--- src/rtl/mmio_store_mailbox.sv ---
// mmio_store_mailbox: memory-mapped store sink queuing DATA stores in a FIFO and latching DONE stores
module mmio_store_mailbox #(
  parameter int unsigned DEPTH = 8,
  parameter logic [31:0] BASE_ADDR = 32'd80
) (
  input  logic        clk,
  input  logic        reset,
  input  logic        memwrite,
  input  logic [31:0] dataadr,
  input  logic [31:0] writedata,
  output logic [31:0] readdata,
  output logic        hit,
  output logic        host_valid,
  output logic [31:0] host_data,
  input  logic        host_ready,
  output logic        done,
  output logic [31:0] done_value,
  output logic        overflow
);
  localparam int AW = $clog2(DEPTH);
  localparam logic [31:0] DATA_A = BASE_ADDR;
  localparam logic [31:0] DONE_A = BASE_ADDR + 32'd4;
  localparam logic [31:0] STAT_A = BASE_ADDR + 32'd8;
  logic [31:0] mem [DEPTH];
  logic [AW-1:0] rd_ptr, wr_ptr;
  logic [AW:0] count;
  logic is_data, is_done, is_stat, push, pop, full, empty, acc;
  assign is_data = dataadr == DATA_A;
  assign is_done = dataadr == DONE_A;
  assign is_stat = dataadr == STAT_A;
  assign hit = is_data | is_done | is_stat;
  assign full = count == (AW+1)'(DEPTH);
  assign empty = count == '0;
  assign host_valid = ~empty;
  assign host_data = mem[rd_ptr];
  assign push = memwrite & is_data;
  assign pop = host_valid & host_ready;
  // a full FIFO still takes a push when the head leaves in the same cycle
  assign acc = push & (~full | pop);
  assign readdata = is_stat ? {16'h0, 8'(count), 4'h0, done, overflow, full, empty} : 32'h0;
  always_ff @(posedge clk) begin
    if (reset) begin
      for (int i = 0; i < int'(DEPTH); i++) mem[i] <= '0;
      rd_ptr <= '0;
      wr_ptr <= '0;
      count <= '0;
      done <= 1'b0;
      done_value <= '0;
      overflow <= 1'b0;
    end else begin
      if (acc) begin
        mem[wr_ptr] <= writedata;
        wr_ptr <= wr_ptr + AW'(1);
      end
      if (pop) rd_ptr <= rd_ptr + AW'(1);
      count <= count + (AW+1)'(acc) - (AW+1)'(pop);
      overflow <= overflow | (push & ~acc);
      if (memwrite & is_done) begin
        done <= 1'b1;
        done_value <= writedata;
      end
    end
  end
endmodule

--- config.mk ---
export PLATFORM = sky130hd
export DESIGN_NAME = mmio_store_mailbox
export DESIGN_NICKNAME = d
export VERILOG_FILES = /design/src/rtl/mmio_store_mailbox.sv
export SDC_FILE = /design/constraint.sdc
export NUM_CORES = 1
export LEC_CHECK = 0
export BUFFER_PORTS_ARGS = -buffer_cell sky130_fd_sc_hd__buf_2
export CAP_MARGIN = 25
export CORE_MARGIN = 10
export CORE_UTILIZATION = 25
export DETAILED_ROUTE_END_ITERATION = 7
export PLACE_DENSITY = 0.42
export SLEW_MARGIN = 15
export SYNTH_ARGS = -nofsm -noshare
export SYNTH_HDL_FRONTEND = slang
export SYNTH_SLANG_ARGS = --single-unit
export TNS_END_PERCENT = 50
--- constraint.sdc ---
create_clock -name clk -period 11.9 [get_ports clk]
set_input_delay 1.19 -clock clk [delete_from_list [all_inputs] [get_ports clk]]
set_output_delay 1.19 -clock clk [all_outputs]
set_load 0.005 [all_outputs]
After elaboration in Yosys (flattened, before gate mapping)
Memories as Yosys holds them, arrays and structs flattened. A register that Yosys moved wholly into a read port is not among the register bits.
Index checks and enable logic that the tools add are counted.
Storage, ports and cells
  bits in registers: 44
  memory bits (writable): 256
  bits of input ports: 68
  output and inout bits: 100
  memories: 1
Memory list
  mem: depth 8, bits a word 32, rd ports 1, clocked after memory_dff 1, write ports 8, RTL line 24  | logic [31:0] mem [DEPTH];
Operators by class
  add/subtract/negate cells: 4
  equal/unequal tests: 4
  mux-type cells: 11
  bitwise logic cells: 12
  reductions and logical operators: 2
Operators by type and width (number)
  32-bit by 7-bit == test with 1-bit output (second input constant): 3
  32-bit two-way mux: 1
  32-bit OR reduction: 1
  12-bit two-way mux: 1
  3-bit two-way mux: 3
  3-bit by 1-bit adder with 3-bit output (second input constant): 2
  1-bit two-way mux: 6
  1-bit AND: 5
  4-bit by 1-bit adder with 4-bit output: 1
  4-bit == test (second input constant): 1
  4-bit logical NOT: 1
  1-bit OR: 4
  4-bit by 1-bit subtractor with 4-bit output: 1
  1-bit inverter: 3

Depth between registers and ports, before layout
  word-level depth: 10
  depth in mapped cells: 14
  depth with buffers taken out: 12

Worst setup path after synthesis
Ideal clock, no wire load.
  path kind: input to register
  start point: input port dataadr[30]
  end point: memory mem[2][0], enable pin
  setup time: 0.470 ns
  data arrival time: 4.997 ns
  path slack: 6.433 ns
  cell stages on the path: 5
  path buffers: 1
  path through: or4_1 nor4_4 nand4_4 clkbuf_1 o31ai_1
RTL lines
  start, declared: RTL line 9  | input logic [31:0] dataadr,
  end, declared: RTL line 24

==> reports/qor.yml <==
global_routing:
  grtUsageMet1_pct: 18.31
  grt.met2_usage_pct: 21.45
  grt_use_met3_pct: 2.683
  top_usage_layer: "met2"
  grt_max_degree: 206
  grt_antenna_before_repair: 2
  grt_first_pass_wirelength_um: 69370
  grt.total_usage_pct: 13.46
  first_global_vias: 10360
  grt-ovfl-total: 0
timing:
  rsz0062_at_grt: "false"
  fin_crit_sh_pct: 37.19
  fin_skew_ns: 0.01972
  min_period_ns: 4.425
  worstMarginPinSlew_ns: 1.171
  finalMaxSlewViolations: 0
  hold_violations: 0
  setup_viol: 0
  fmax_ghz: 0.2260
  timing.slew.headroom_pct: 21.94
  tns_ns: 0
clock_tree:
  post_cts_buffers: 0
  cts_resized: 0
  postCtsHoldBufs: 0
  root_buffer: "clkbuf_16"
  clockBufferDepth: 3
  htreeDepth: 2
  cts.clk_slew.worst_paths_ns: 0.06
  clkLatencyLatePin_ns: 0.53
  cts_sinks: 303
  numCtsBuffers: 34
  cts_tree: "built"
setup_path:
  crit_required_ns: 10.71
  crit_cells: 4
  crit_slowest_cell: "dfxtp_4"
  r2r-start: "count[2]"
  cp_cell_sequence: "buf_4 > mux4_2 > mux2_2 > buf_2"
  crit_path_max_fanout: 33
  worstReg2RegEnd: "count[2]"
  cp_slowest_stage_delay_ns: 0.84
  arrival_ns: 3.24
  critPathKind: "reg2out"
  cpLargestDelayFamily: "multiplexers"
  rr_worst_depth: 13
  end_kind: "output port"
  critPathBufInv: 2
  critical_path.endpoint: "host_data[2]"
  reg2reg_slack_ns: 8.23
  start_kind: "flop"
route:
  drc: 0
  drtAntennaViolNets: 0
  routed_wl_um: 45810
  vias: 9478
  vias_per_cell: 4.983
  drtPass1Iterations: 4
  drt_iter0_drc: 616
  post_drt_wl_per_cell_um: 24.08
run:
  maxCapViolCount: 0
power:
  powerDensity_nw_per_um2: 164.5
  power.leakage_nw: 5.428
  peakVddDrop_mv: 0.08677
  finalPower_mw: 2.778
synth:
  ys_types: 47
  syn_area_um2: 14380
  netlist.area_leader.share_pct: 53.47
  synth_area_leader_cell: "edfxtp_1"
  async_flop_share_pct: 0
  synth_seq_cells: 303
  ys.warnings.count: 0
  synth.area.top_cells: "edfxtp_1, mux4_2, nor4_1"
  syn_area_per_cell_um2: 13.92
  syn_inst: 1033
  synth_top_flop_cell: "edfxtp_1"
  yosysSeqAreaShare_pct: 60.01
  synth_edf_count: 256
placement:
  dp_hpwl_um: 25380
  finalWeightedCongestion: 0.7322
  portBuffers: 143
floorplan:
  rows: 87
  core_um2: 56710
  start_util_pct: 25.35
  die_y_um: 259.8
  io_pins: 168
  die_area_um2: 67500
  dieWidth_um: 259.8
final_layout:
  area_delta_synth_final_pct: 17.48
  mostFrequentLayoutCell: "edfxtp_1"
  n_antenna_cell: 0
  layout_common_cells: "edfxtp_1, nor4_1, buf_2, nand2_1, mux4_2"
  layout.nets: 1198
  drive_gt1_share_pct: 32.90
worst_hold_path:
  hold_path.class: "reg2reg"
  min_from: "done_value[19]"
outcome:
  status: "finished, final reports clean"
==> stage by stage <==
stage / utilization (%) / std cells / hold slack [ns] / setup WS (ns) / cell area [µm²]
floorplan: - / 1056 / 0.4511 / 6.433 / 14460
detailed placement: 27.88 / 1840 / 0.4433 / 7.334 / 15810
global placement: 27.83 / 1839 / 0.4402 / 7.390 / 15790
CTS: 29.75 / 1901 / 0.4580 / 7.324 / 16870
global route: 29.78 / 1902 / 0.4749 / 7.235 / 16890
finish: 29.78 / 1902 / 0.4552 / 7.475 / 16890
==> cells by family after synthesis <==
kind of cell | Yosys count | synth area share (%)
xor gates and xnor gates | 4 | 0.2437
adders and majority gates | 9 | 0.8355
DFF | 303 | 60.01
other | 1 | 0.02608
buffers and inverters | 181 | 5.691
muxes | 131 | 14.98
and+or+nand+nor | 387 | 17.40
AOI/OAI and AO/OA | 17 | 0.8093
==> worst register-to-register path, cell delays in order, from the launching register on <==
cell and delay, ns:
dfxtp_1 0.32, inv_1 0.11, ha_1 0.15, nor3b_1 0.50, a21oi_1 0.20, nand4_4 0.18, buf_12 0.70, ha_1 0.54
inv_1 0.06, ha_1 0.15, inv_1 0.06, fa_1 0.39, xor2_1 0.16, nor2_1 0.05
==> worst min path at each step <==
stage	endpoint	slack (ns)	cells past startpoint
finish	done_value[19]	0.46	2
global route	done_value[19]	0.47	2
CTS	done_value[0]	0.46	2
detailed placement	done_value[23]	0.44	2
global placement	done_value[4]	0.44	2
floorplan	done_value[0]	0.45	2
==> state kept, by name, indices dropped and copies added (netlist names), named ones only <==
signal	count
rd_ptr	3
mem	256
wr_ptr	3
done	1
overflow	1
count	4
done_value	32
==> Yosys cell counts, drive strengths merged, types with 4 or more instances <==
cell type  number
clkbuf         80
a21oi           5
o31ai           6
nor3           21
nor2b           4
nand2          80
buf            59
and2            7
mux2           33
edfxtp        256
mux4           64
nor4          240
mux2i          34
nor2            9
nand3           5
nand2b          4
ha              8
dfxtp          47
inv            42
==> where the power goes <==
group | switching (mW) | total (mW) | internal [mW]
clock network | 0.436 | 1.02 | 0.582
logic | 0.247 | 0.502 | 0.255
registers | 0.0572 | 1.26 | 1.20
total | 0.741 | 2.78 | 2.04
==> layer usage <==
metal,vias up,part of all wire (%)
met5,-,0.028
met4,2,2.0
met3,57,5.6
met2,303,46
met1,4877,46
li1,4239,-
==> final cells by class <==
cell class / count / area, µm²
Fill cell: 5767 / 39820
Sequential cell: 303 / 8636
Multi-Input combinational cell: 572 / 5144
Clock buffer: 46 / 989.7
Timing Repair Buffer: 168 / 948.4
Tap cell: 756 / 945.9
Inverter: 42 / 158.9
Clock inverter: 15 / 68.82
(Power assumes the default switching activity.)
